--- config.mk ---
export PLATFORM = sky130hd
export DESIGN_NAME = fifo_prog_sync
export DESIGN_NICKNAME = d
export VERILOG_FILES = /design/src/rtl/fifo_pkg.sv /design/src/rtl/fifo_ram.sv /design/src/rtl/fifo_prog_sync.sv
export SDC_FILE = /design/constraint.sdc
export NUM_CORES = 2
export LEC_CHECK = 0
export BUFFER_PORTS_ARGS = -buffer_cell sky130_fd_sc_hd__buf_2
export CAP_MARGIN = 20
export CORE_AREA = 2 2 372 374
export CTS_CLUSTER_SIZE = 24
export DETAILED_ROUTE_END_ITERATION = 8
export DIE_AREA = 0 0 374 376
export HOLD_SLACK_MARGIN = 0.02
export PLACE_DENSITY = 0.84
export SYNTH_ARGS = -nofsm -noshare
export SYNTH_HDL_FRONTEND = slang
export SYNTH_SLANG_ARGS = --single-unit
--- constraint.sdc ---
create_clock -name clk -period 6.1 [get_ports clk]
set_clock_uncertainty 0.1 [all_clocks]
set_input_delay 0.915 -clock clk [delete_from_list [all_inputs] [get_ports clk]]
set_output_delay 0.915 -clock clk [all_outputs]
set_load 0.01 [all_outputs]
--- src/rtl/fifo_pkg.sv ---
// Shared constants and types for the programmable synchronous FIFO.
// Imported by the storage array and the FIFO top.
package fifo_pkg;

  localparam int DEF_DATA_W = 128;
  localparam int DEF_DEPTH  = 16;

  typedef enum logic {
    FIFO_STD  = 1'b0,
    FIFO_FWFT = 1'b1
  } fifo_mode_e;

  // A fill level must hold 0..DEPTH, hence one bit above the address
  function automatic int cnt_w(input int depth);
    return $clog2(depth) + 1;
  endfunction

  typedef logic [cnt_w(DEF_DEPTH)-1:0] cnt_t;

endpackage

--- src/rtl/fifo_ram.sv ---
// DEPTH x DATA_W storage: one synchronous write port, one asynchronous
// read port. Contents are intentionally not reset.
module fifo_ram
  import fifo_pkg::*;
#(
  parameter int DATA_W = DEF_DATA_W,
  parameter int DEPTH  = DEF_DEPTH,
  parameter int ADDR_W = $clog2(DEPTH)
) (
  input  logic              clk,
  input  logic              we,
  input  logic [ADDR_W-1:0] waddr,
  input  logic [DATA_W-1:0] wdata,
  input  logic [ADDR_W-1:0] raddr,
  output logic [DATA_W-1:0] rdata
);

  logic [DATA_W-1:0] mem [DEPTH];

  always_ff @(posedge clk) begin
    if (we) begin
      mem[waddr] <= wdata;
    end
  end

  assign rdata = mem[raddr];

endmodule

--- src/rtl/fifo_prog_sync.sv ---
// Single-clock FIFO with programmable almost flags, fill level, sticky
// error flags and a build-time registered / fall-through read mode.
module fifo_prog_sync
  import fifo_pkg::*;
#(
  parameter int DATA_W = DEF_DATA_W,
  parameter int DEPTH  = DEF_DEPTH,
  parameter int ADDR_W = $clog2(DEPTH),
  parameter int FWFT   = 0
) (
  input  logic              clk,
  input  logic              reset,
  input  logic              i_wren,
  input  logic [DATA_W-1:0] i_wrdata,
  input  logic              i_rden,
  input  logic [ADDR_W:0]   i_alm_full_thr,
  input  logic [ADDR_W:0]   i_alm_empty_thr,
  input  logic              i_clr_err,
  output logic [DATA_W-1:0] o_rddata,
  output logic              o_full,
  output logic              o_empty,
  output logic              o_alm_full,
  output logic              o_alm_empty,
  output logic [ADDR_W:0]   o_count,
  output logic              o_overflow,
  output logic              o_underflow
);

  localparam fifo_mode_e MODE =
    (FWFT != 0) ? FIFO_FWFT : FIFO_STD;
  localparam logic [ADDR_W:0] FULL_CNT =
    (ADDR_W+1)'(DEPTH);

  logic [ADDR_W-1:0] wr_ptr;
  logic [ADDR_W-1:0] rd_ptr;
  logic [ADDR_W:0]   count_nxt;
  logic [DATA_W-1:0] ram_rdata;
  logic              wr_acc;
  logic              rd_acc;

  // Refusal is decided on the registered flags only, so a
  // simultaneous opposite access never rescues a blocked one.
  assign wr_acc = i_wren & ~o_full;
  assign rd_acc = i_rden & ~o_empty;

  always_comb begin
    count_nxt = o_count;
    unique case (1'b1)
      wr_acc & ~rd_acc: count_nxt = o_count + (ADDR_W+1)'(1);
      rd_acc & ~wr_acc: count_nxt = o_count - (ADDR_W+1)'(1);
      default:          count_nxt = o_count;
    endcase
  end

  always_ff @(posedge clk or negedge reset) begin
    if (!reset) begin
      wr_ptr  <= '0;
      rd_ptr  <= '0;
      o_count <= '0;
      o_full  <= 1'b0;
      o_empty <= 1'b1;
    end else begin
      if (wr_acc) wr_ptr <= wr_ptr + ADDR_W'(1);
      if (rd_acc) rd_ptr <= rd_ptr + ADDR_W'(1);
      o_count <= count_nxt;
      o_full  <= (count_nxt == FULL_CNT);
      o_empty <= (count_nxt == '0);
    end
  end

  // Set dominates clear so an error in the clearing cycle is kept
  always_ff @(posedge clk or negedge reset) begin
    if (!reset) begin
      o_overflow  <= 1'b0;
      o_underflow <= 1'b0;
    end else begin
      o_overflow  <= (i_wren & o_full) |
                     (o_overflow & ~i_clr_err);
      o_underflow <= (i_rden & o_empty) |
                     (o_underflow & ~i_clr_err);
    end
  end

  assign o_alm_full  = (o_count >= i_alm_full_thr);
  assign o_alm_empty = (o_count <= i_alm_empty_thr);

  fifo_ram #(
    .DATA_W (DATA_W),
    .DEPTH  (DEPTH),
    .ADDR_W (ADDR_W)
  ) u_ram (
    .clk   (clk),
    .we    (wr_acc),
    .waddr (wr_ptr),
    .wdata (i_wrdata),
    .raddr (rd_ptr),
    .rdata (ram_rdata)
  );

  if (MODE == FIFO_FWFT) begin : g_fwft
    assign o_rddata = o_empty ? '0 : ram_rdata;
  end else begin : g_std
    logic [DATA_W-1:0] rd_q;

    always_ff @(posedge clk or negedge reset) begin
      if (!reset) begin
        rd_q <= '0;
      end else if (rd_acc) begin
        rd_q <= ram_rdata;
      end
    end

    assign o_rddata = rd_q;
  end

endmodule

==> summary.md <==
| Metric | Value |
|---|---|
| Drt first pass iters | 6 |
| ANT nets after route | 0 |
| Core area | 0.137 mm^2 |
| H-tree Lvls | 4 |
| Gate power share | 0.273 |
| Seq pwr share | 0.438 |
| Critical Path RT | 6.64 ns |
| Gr usage total | 0.305 |
| Sequential area share after synthesis | 0.787 |
| Iter 0 DRT Violations | 6488 |
| Final non-filler cell total | 5996 |
| Number of global-route vias before repair | 43400 |
| Clock transition at path regs | 0.07 ns |
| Max-cap viol count | 0 |
| Cell family with most CP delay | simple AND/OR/NAND/NOR gates |
| CP max stage cell | nand2b_4 |
| IO Port Bufs | 281 |
| Final-report max-slew violation count | 0 |
| Placer Congestion | 0.788 |
| Worst Max-Slew Pin Slew | 1.14 ns |
| Root Buffer | clkbuf_16 |
| TritonCTS clock tree | yes |
| Io pins | 282 |
| Minimum hold slack | 0.162 ns |
| End of the worst register-to-register path | o_rddata[15] |
| Ys flop type | edfxtp_1 |
| Critical Path Sink Type | flip-flop |
| Die Wd | 374 um |
| Post-CTS setup buffers | 0 |
| DRC | 0 |
| # setup viols final | 0 |
| TritonCTS buffer count | 201 |
| Routed WL per cell | 35.5 um |
| Cell mode on critical path | nand2b_4 |
| WP buf/inv | 2 |
| Peak supply drop | 0.350 mV |
| Die Y | 376 um |
| Proportion of layout cells with a drive suffix above 1 | 0.293 |
| Final wirelength | 213000 um |
| Syn Nets | 3801 |
| Largest net degree at the start of global routing | 110 |
| Vias | 42400 |
| FF-to-FF setup slack | 2.44 ns |
| P per Cell Area | 479 mW/mm^2 |
| CTS Buffer Depth | 3 |
| Syn Area/Cell | 22.7 um^2 |
| Multi-input gate area | 0.0168 mm^2 |
| Num rows | 136 |
| Design Area, Final | 0.0934 mm^2 |
| Asr flop ratio synth | 0.0661 |
| Final WS setup | 2.44 ns |
| Critical Path Start | o_empty |
| Most common cell after layout, fill and taps aside | edfxtp_1 |
| Placed instance count | 5597 |
| Commonest cells after routing, fill and taps aside | 2048 x edfxtp_1, 509 x mux4_2, 280 x buf_2 |
| Final Hold Viols | 0 |
| CP Launch Type | flip-flop |
| Sw Pwr | 13.8 mW |
| CTS resizes | 0 |
| Final Critical Period | 3.66 ns |
| Arrival time at the worst endpoint | 4.20 ns |
| Vias per std cell | 7.08 |
| Worst-Skew Late Latency | 0.85 ns |
| Internal power | 30.9 mW |
| Global-route wire length before repair | 307000 um |
| Nets | 4169 |
| Grt ovf | 0 |
| Synth unique cells | 44 |
| Critical path depth in cells | 7 |
| Crit Reg-Reg Startpoint | o_empty |
| Worst path max stage delay | 0.81 ns |
| Status | finished clean |
| Critical Path End | o_rddata[15] |
| Setup TNS | 0 ns |
| Clock Sink Count | 2193 |
| Overall power | 44.7 mW |
| Max_slew headroom | 0.240 |
| Dpl cell area | 0.0866 mm^2 |
| Initial antenna violation count | 36 |
| Post-synth EDFFs | 2048 |
| Reg2Reg Depth | 7 |
| Fmax | 273 MHz |
| Final period utilization | 0.600 |
| Filler cells | 7466 |
| Synth warnings | 0 |
| DP HPWL | 104000 um |
| Sw frac | 0.309 |
| RSZ-0062 raised after global routing | no |
| Reg area | 0.0651 mm^2 |
| Mapped Cells | 3640 |
| Post-synthesis instance area | 0.0828 mm^2 |
| Full die area | 0.141 mm^2 |
| Leak pwr | 30.9 nW |
| Crit-path cells | nand2b_4 -> inv_1 -> nand2b_4 -> buf_4 -> nor2_1 -> a21oi_1 -> o21ai_0 |
| Fin util | 0.683 |
| Part of the power in the clock network | 0.289 |
| Critical path fanouts, max | 53 |
| Place WS | 2.14 ns |
| Hold Crit Class | input pin to flip-flop |
| Crit Path Category | flip-flop to flip-flop |
| Area Growth Syn to Fin | 12.8% |
| Initial Utilization | 0.606 |
| FF+latch count, synth | 2193 |
[layer usage]
layer | up-vias | wire, um | track usage
met3 | 565 | 26500 | 0.0811
met4 | 34 | 7640 | 0.114
met2 | 3682 | 105000 | 0.484
li1 | 16000 | - | -
met5 | - | 219 | 0
met1 | 22200 | 73900 | 0.413
[worst min path at each step]
stage / startpoint / endpoint / slack [ns] / depth (start not counted)
after detailed placement: o_rddata[97] / o_rddata[97] / 0.38 / 2
after floorplan: wr_ptr[3] / wr_ptr[3] / 0.39 / 1
after global routing: i_clr_err / o_overflow / 0.17 / 2
final: i_clr_err / o_overflow / 0.16 / 2
after CTS: i_clr_err / o_overflow / 0.12 / 2
after global placement: o_rddata[92] / o_rddata[92] / 0.37 / 2
[worst register-to-register path, delay by kind of cell, from the launching register on]
kind                   cells  cell delay [ns]
DFF                        1             0.55
AOI/OAI and AO/OA          2             0.38
buffers and inverters      2             1.13
and+or+nand+nor            3             1.34
[logic make-up (layout without fill, tap and decap cells)]
logic type,Yosys count,in the layout,share of synthesized area
other,0,18,0
muxes,769,769,0.170
adders and majority gates,18,18,0.00272
buffers and inverters,205,749,0.0110
xor gates and xnor gates,8,8,0.000847
and+or+nand+nor,192,192,0.0100
DFF,2193,2193,0.787
AOI/OAI and AO/OA,255,255,0.0180
[cell type report]
cell class,count,share of cell area
Antenna cell,18,0.000482
Clock buffer,286,0.0612
Clock inverter,93,0.0107
Inverter,15,0.000603
Multi-Input combinational cell,1242,0.180
Sequential cell,2193,0.698
Tap cell,1794,0.0240
Timing Repair Buffer,355,0.0256
[cell usage after synthesis, drive strengths merged (2+ instances only)]
| cell | instances | area share |
|---|---|---|
| and2 | 16 | 0.0012 |
| edfxtp | 2048 | 0.74 |
| dfrtp | 144 | 0.044 |
| buf | 104 | 0.0064 |
| a21o | 6 | 0.00054 |
| nand4 | 4 | 0.00030 |
| xnor2 | 7 | 0.00074 |
| mux2 | 32 | 0.0044 |
| inv | 15 | 0.00068 |
| ha | 18 | 0.0027 |
| mux2i | 228 | 0.028 |
| mux4 | 509 | 0.14 |
| o31ai | 2 | 0.00018 |
| a211oi | 2 | 0.00018 |
| nor2 | 129 | 0.0059 |
| o22ai | 4 | 0.00030 |
| a21oi | 98 | 0.0059 |
| clkbuf | 86 | 0.0039 |
| o221ai | 2 | 0.00021 |
| nand3 | 3 | 0.00018 |
| nor2b | 6 | 0.00045 |
| a221o | 29 | 0.0035 |
| nor3b | 3 | 0.00027 |
| nand2 | 21 | 0.00095 |
| o21ai | 103 | 0.0062 |
| o21a | 3 | 0.00027 |
| nand2b | 4 | 0.00030 |
| and3 | 2 | 0.00015 |
[flip-flops by register name, summed over array words and instances, names as in the netlist]
name / count
o_underflow: 1
u_ram.mem: 2048
wr_ptr: 4
rd_ptr: 4
o_overflow: 1
o_count: 5
o_rddata: 128
o_empty: 1
o_full: 1
[power groups by stage]
| stage | sequential (mW) | clock, mW | combinational (mW) |
|---|---|---|---|
| CTS | 19.6 | 13.0 | 12.1 |
| global route | 19.7 | 13.4 | 12.8 |
| floorplan | 19.5 | 0 | 8.07 |
| detailed placement | 19.8 | 0 | 11.6 |
| finish | 19.6 | 12.9 | 12.2 |
| global placement | 19.7 | 0 | 11.3 |
[what timing repair did]
action / CTS / global route
hold endpoints to repair: 2 / 0
hold buffers: 1 / 0
endpoints found under the setup margin: 0 / 0
Power figures use the tool's default switching activity.
